File: src/rtl/bsg_bus_initiator.sv
// Initiator end of the BSG register valid/ready bus. Host requests are queued
// in a small FIFO and issued one at a time. Each request gets exactly one response.
module bsg_bus_initiator #(
  parameter int FIFO_DEPTH = 4,
  parameter int TIMEOUT    = 16,
  parameter int ADDR_W     = 8,
  parameter int DATA_W     = 8
) (
  input  logic              clk,
  input  logic              rst_n,
  input  logic              req_valid,
  output logic              req_ready,
  input  logic              req_write,
  input  logic [ADDR_W-1:0] req_addr,
  input  logic [DATA_W-1:0] req_wdata,
  output logic              bus_valid,
  output logic              bus_write,
  output logic [ADDR_W-1:0] bus_addr,
  output logic [DATA_W-1:0] bus_wdata,
  input  logic              bus_ready,
  input  logic [DATA_W-1:0] bus_rdata,
  output logic              rsp_valid,
  output logic [DATA_W-1:0] rsp_rdata,
  output logic              rsp_err,
  output logic              busy
);
  localparam int AW = $clog2(FIFO_DEPTH);
  localparam int CW = $clog2(TIMEOUT);

  typedef struct packed {
    logic              write;
    logic [ADDR_W-1:0] addr;
    logic [DATA_W-1:0] wdata;
  } req_t;

  typedef enum logic {IDLE, ISSUE} state_e;

  req_t              mem_q [FIFO_DEPTH];
  logic [AW-1:0]     wptr_q, rptr_q;
  logic [AW:0]       cnt_q, cnt_d;
  state_e            state_q;
  logic [CW-1:0]     tmo_q;
  req_t              bus_q;
  logic              bus_valid_q;
  logic              rsp_valid_q, rsp_err_q;
  logic [DATA_W-1:0] rsp_rdata_q;
  logic              push, pop;

  assign req_ready = (cnt_q != (AW+1)'(FIFO_DEPTH));
  assign push      = req_valid && req_ready;
  assign pop       = (state_q == IDLE) && (cnt_q != '0);

  always_comb begin
    cnt_d = cnt_q;
    case ({push, pop})
      2'b10:   cnt_d = cnt_q + 1'b1;
      2'b01:   cnt_d = cnt_q - 1'b1;
      default: cnt_d = cnt_q;
    endcase
  end

  // Storage is not reset; only pointers and occupancy define validity.
  always_ff @(posedge clk) begin
    if (push) mem_q[wptr_q] <= {req_write, req_addr, req_wdata};
  end

  always_ff @(posedge clk or negedge rst_n) begin
    if (!rst_n) begin
      wptr_q <= '0;
      rptr_q <= '0;
      cnt_q  <= '0;
    end else begin
      if (push) wptr_q <= wptr_q + 1'b1;
      if (pop)  rptr_q <= rptr_q + 1'b1;
      cnt_q <= cnt_d;
    end
  end

  always_ff @(posedge clk or negedge rst_n) begin
    if (!rst_n) begin
      state_q     <= IDLE;
      tmo_q       <= '0;
      bus_q       <= '0;
      bus_valid_q <= 1'b0;
      rsp_valid_q <= 1'b0;
      rsp_err_q   <= 1'b0;
      rsp_rdata_q <= '0;
    end else begin
      rsp_valid_q <= 1'b0;
      case (state_q)
        IDLE: begin
          if (pop) begin
            bus_q       <= mem_q[rptr_q];
            bus_valid_q <= 1'b1;
            tmo_q       <= '0;
            state_q     <= ISSUE;
          end
        end
        ISSUE: begin
          // Completion is checked first so a ready on the last cycle still wins.
          if (bus_ready) begin
            bus_valid_q <= 1'b0;
            rsp_valid_q <= 1'b1;
            rsp_err_q   <= 1'b0;
            rsp_rdata_q <= bus_q.write ? '0 : bus_rdata;
            state_q     <= IDLE;
          end else if (tmo_q == CW'(TIMEOUT-1)) begin
            bus_valid_q <= 1'b0;
            rsp_valid_q <= 1'b1;
            rsp_err_q   <= 1'b1;
            rsp_rdata_q <= '0;
            state_q     <= IDLE;
          end else begin
            tmo_q <= tmo_q + 1'b1;
          end
        end
        default: state_q <= IDLE;
      endcase
    end
  end

  assign bus_valid = bus_valid_q;
  assign bus_write = bus_q.write;
  assign bus_addr  = bus_q.addr;
  assign bus_wdata = bus_q.wdata;
  assign rsp_valid = rsp_valid_q;
  assign rsp_rdata = rsp_rdata_q;
  assign rsp_err   = rsp_err_q;
  assign busy      = (cnt_q != '0) || (state_q == ISSUE);

endmodule
File: config.mk
export PLATFORM = sky130hd
export DESIGN_NAME = bsg_bus_initiator
export DESIGN_NICKNAME = d
export VERILOG_FILES = /design/src/rtl/bsg_bus_initiator.sv
export SDC_FILE = /design/constraint.sdc
export NUM_CORES = 1
export LEC_CHECK = 0
export ABC_AREA = 1
export CORE_UTILIZATION = 40
export DETAILED_ROUTE_END_ITERATION = 7
export PLACE_DENSITY_LB_ADDON = 0.25
export SYNTH_ARGS = -nofsm -noshare
export SYNTH_HDL_FRONTEND = slang
export SYNTH_SLANG_ARGS = --single-unit
export TNS_END_PERCENT = 50
File: constraint.sdc
create_clock -name clk -period 2.2 [get_ports clk]
set_input_delay 0.55 -clock clk [delete_from_list [all_inputs] [get_ports clk]]
set_output_delay 0.55 -clock clk [all_outputs]
set_load 0.01 [all_outputs]
* After elaboration in Yosys (flattened, before gate mapping)
Memories as Yosys holds them, arrays and structs flattened. A register that Yosys moved wholly into a read port is not among the register bits. Index checks and enable logic that the tools add are counted.
Storage, ports and cells: memories 1, output and inout port bits 30, latch bits 0, input bits 29, RAM bits 68, register bits 23, ROM bits 0
Memory list:
- mem_q | words 4, bits a word 17, read ports 1, clocked after memory_dff 1, write ports 1, line 38 | req_t mem_q [FIFO_DEPTH];
Operators by class: divide/modulo/power cells 0, $lt $le $gt $ge 0, $mul 0, muxes and demuxes 23, add/subtract/negate cells 5, shift operators 0, equal/unequal tests 8, bitwise operators 1, reductions and logical operators 11
Operators by type and width (number):
- 2-to-1 mux 8 bit | 3
- 2-to-1 mux 1 bit | 13
- 2-to-1 mux 4 bit | 3
- one-hot mux 4 bit (2 select lines) | 1
- != test 2 bit, second input constant | 3
- one-hot mux 3 bit (2 select lines) | 1
- AND reduction 2 bit | 3
- adder 2 x 1 -> 2 bit, second input constant | 2
- adder 4 x 1 -> 4 bit, second input constant | 1
- == test 4 bit, second input constant | 1
- one-hot mux 1 bit (2 select lines) | 2
- nonzero test 2 bit | 2
- adder 3 x 1 -> 3 bit, second input constant | 1
- != test 3 x 2 -> 1 bit, second input constant | 1
- != test 3 bit, second input constant | 1
- AND reduction 3 bit | 1
- nonzero test 3 bit | 1
- subtractor 3 x 1 -> 3 bit, second input constant | 1
- == test 2 x 1 -> 1 bit, second input constant | 1
- == test 2 bit, second input constant | 1
- logical AND 1 bit | 2
- logical NOT 1 bit | 1
- logical OR 1 bit | 1
- NOT 1 bit | 1

* Depth between registers and ports, before layout
depth in word-level cells 4, mapped depth 12

* Worst setup path after synthesis
Ideal clock, no wire load.
path kind register to register, start point register cnt_q[0], end point memory mem_q[0][0] (netlist bit) (enable), data required time 1.809 ns, stages on the path, launching flop included 5, period minus slack after synthesis 1.875 ns, slack 0.325 ns, buffers on the path 0, data arrival time 1.485 ns, path through dfrtp_1 nor2_4 nand2_1 nand2_2 nor2_1
On the way: longest elaborated chain between the ends 4
RTL lines:
- start: declaration | line 40 | logic [AW:0] cnt_q, cnt_d;
- start signal: assignment | line 75 | cnt_q <= cnt_d;
- != test 3 bit | line 49 | assign req_ready = (cnt_q != (AW+1)'(FIFO_DEPTH));
- net req_ready | line 12 | output logic req_ready,
- logical AND 1 bit | line 50 | assign push = req_valid && req_ready;
- 2-to-1 mux 1 bit | line 64 | if (push) mem_q[wptr_q] <= {req_write, req_addr, req_wdata};
- 2-to-1 mux 1 bit (implied by the code) | line 64
- end: declaration | line 38
The timed path passes the listed nets, and every way through them passes these cells.

* Worst setup path after layout
start point register cnt_q[0], end point output port req_ready
On the way: longest elaborated chain between the ends 1
RTL lines (line):
- != test 3 bit | 49
- end: declaration | 12
No other way between the ends.

==> impl_metrics.yaml <==
route:
  vias_per_cell: 4.51
  drt_iter0_markers: 142
  wire_per_inst_um: 12.9
  routed_wl_mm: 8.73
  vias: 3056
  drc: 2
  drtAntennaViolNets: 0
  drt_pass1_iterations: 6
layout:
  synthToLayoutAreaGrowth_pct: 22.7
  drive_above_1_share_pct: 8.05
  layout_commonest_cell: "nand2_1"
  stdcell_area_sq_um: 5720
  final_cell_mix: "170 x nand2_1, 84 x inv_1, 68 x edfxtp_1"
  insertedDiodeCount: 0
  fin_util_pct: 50.3
  nets: 565
setup_path:
  cp-end-kind: "primary output"
  cp_num_buf_inv: 1
  worst_ep_arrival_time_ns: 1.56
  r2r_cells: 9
  critPathMaxFanout: 3
  worstSetupStartpointType: "flip-flop"
  startpoint: "cnt_q[0]$_DFFE_PN0P_"
  path_depth: 3
  endpoint: "req_ready"
  rr_endpoint: "cnt_q[2]$_DFFE_PN0P_"
  crit_chain: "nor2_4, nand2_1, clkdlybuf4s50_1"
  critPathMaxStageDelay_ns: 0.50
  r2r-start: "cnt_q[0]$_DFFE_PN0P_"
  crit_slowest_cell: "clkdlybuf4s50_1"
  critPathKind: "reg2out"
  critPathTopFamily: "buffers and inverters"
  required_ns: 1.65
  r2r_setup_slack_ns: 0.32
power:
  swShare_pct: 36.1
  pwr-share-clk_pct: 20.9
  switchingPower_mw: 2.77
  p_leak_nw: 2.71
  power.share.sequential_pct: 40.3
  vdd_ir_drop_max_v: 0.000533
  powerDensity_nw_per_um2: 1340
  combPwrFrac_pct: 38.8
  internal_power_mw: 4.90
timing:
  slew_headroom_pct: 58.9
  holdWs_ns: 0.270
  layout_min_cycle_time_ns: 2.11
  rsz0062_at_grt: "no"
  tightest_slew_ns: 0.613
  setup_viol: 0
  finalCritPeriodShare_pct: 95.9
  finalHoldViolations: 0
  fin_setup_tns_ns: 0
  fmax_mhz: 474
  setup_slack_ns: 0.0900
  slew_viol_final: 0
  skew_ns: 0.00825
clock_network:
  clk_latency_ns: 0.34
  numClockSinks: 108
  hold_buffers: 0
  cts.clk_slew.worst_paths_ns: 0.07
  cts_max_level: 3
  cts_max_path_buffers: 2
  cts_resized: 0
  tritoncts: "built"
  post-cts-setup-buffers: 0
  numCtsBuffers: 9
  root_buffer: "clkbuf_16"
synthesis:
  synth_cell_types: 26
  synth_top_cells_by_area: "edfxtp_1 44%, dfrtp_1 21%, nand2_1 14%"
  synth_top_family_by_area: "simple AND/OR/NAND/NOR gates"
  synth_simple_gate_area_share_pct: 21.8
  syn_inst: 463
  synth_ff_type: "edfxtp_1"
  synth_compound_area_share_pct: 0.215
  synth-async-reset-ratio_pct: 37.0
  yosysWarnings: 0
  avgSynthCellArea_sq_um: 10.1
  ys_ff_latch: 108
  syn_nets: 499
  mappedNetlistArea_sq_um: 4660
  synth_top_cell_area_share_pct: 43.8
  synth_xor_area_share_pct: 1.13
  synth_fa_ha_area_share_pct: 2.04
  muxShareOfSynthArea_pct: 0
  synth_edf_count: 68
  yosys.area.top_type: "edfxtp_1"
  synth-seq-area-share_pct: 65.3
global_routing:
  antenna_found_initial: 0
  grt_pass1_vias: 2901
  grt_max_degree: 41
  gr-usage-all-layers_pct: 15.8
  grt_overflow: 0
  grt_pass1_wl_mm: 14.0
placed_design:
  dp_hpwl_mm: 5.63
  dp_slack_ns: 0.0126
  place.gp.congestion: 0.728
  placed_area_sq_um: 5420
  io_buffers: 58
run:
  drv_cap: 0
run_status:
  violations: "design-rule violations"
  outcome: "finished with violations"
floorplan:
  rows: 39
  top_level_ports: 59
  core_region_area_sq_um: 11400
  die_h_um: 110
  fp.dieW_um: 110
  die_area_sq_um: 12100
  start_util_pct: 41.0
hold_path:
  hp-class: "in2async"
-- cells in the mapped netlist, types with 2 or more instances --
library cell,n
o21ai_0,2
nand3_1,44
nand2_2,10
buf_4,6
nand2_1,170
xnor2_1,2
xor2_1,4
dfrtp_1,40
edfxtp_1,68
nor2_1,9
ha_1,6
inv_1,84
buf_6,2
buf_2,4
-- cell type report --
cell class / instances / area [sq um]
well taps: 143 / 179
clock buffers: 9 / 225
inverters: 88 / 338
clock inverters: 7 / 73.8
fillers: 1011 / 5650
repair buffers: 68 / 688
flip-flops and latches: 108 / 3040
multi-input cells: 254 / 1170
-- layer usage --
layer | vias up | global-route usage [%] | share of wire, %
li1 | 1558 | - | -
met1 | 1409 | 19.7 | 46
met2 | 76 | 26.1 | 46
met3 | 13 | 3.68 | 5.8
met4 | 0 | 6.86 | 1.7
met5 | - | 0 | 0
-- power by group through the flow --
| stage | clock, mW | combinational [mW] | sequential [mW] |
|---|---|---|---|
| after floorplan | 0 | 1.90 | 3.18 |
| after global placement | 0 | 2.97 | 3.12 |
| after detailed placement | 0 | 3.01 | 3.14 |
| after CTS | 1.64 | 3.04 | 3.10 |
| after global routing | 1.71 | 3.37 | 3.17 |
| final | 1.60 | 2.98 | 3.09 |
-- per-stage QoR --
stage	power, mW	instances
after detailed placement	6.15	661
after floorplan	5.08	463
final	7.68	677
after global placement	6.09	661
after global routing	8.25	677
after CTS	7.78	677
-- worst min-delay path by stage --
stage                              from                        to  slack, ns
2_1_floorplan                     rst_n   bus_addr[0]$_DFFE_PN0P_       0.25
3_3_place_gp   rsp_rdata[2]$_DFFE_PN0P_  rsp_rdata[2]$_DFFE_PN0P_       0.45
3_5_place_dp      bus_valid$_DFFE_PN0P_     bus_valid$_DFFE_PN0P_       0.46
4_1_cts                           rst_n  rsp_rdata[4]$_DFFE_PN0P_       0.29
5_1_grt                           rst_n  bus_wdata[7]$_DFFE_PN0P_       0.31
6_report                          rst_n   bus_addr[0]$_DFFE_PN0P_       0.27
-- registers in the layout, indices dropped and copies added (netlist names), 2 cells and up --
name / flops
bus_addr: 8
bus_wdata: 8
cnt_q: 3
mem_q: 68
rptr_q: 2
rsp_rdata: 8
tmo_q: 4
wptr_q: 2
-- cell families after synthesis --
logic type / after synthesis
compound gates: 2
xor+xnor: 6
fa+ha+maj: 7
buf+inv: 101
flops: 108
simple gates: 239
(Power assumes the default switching activity.)
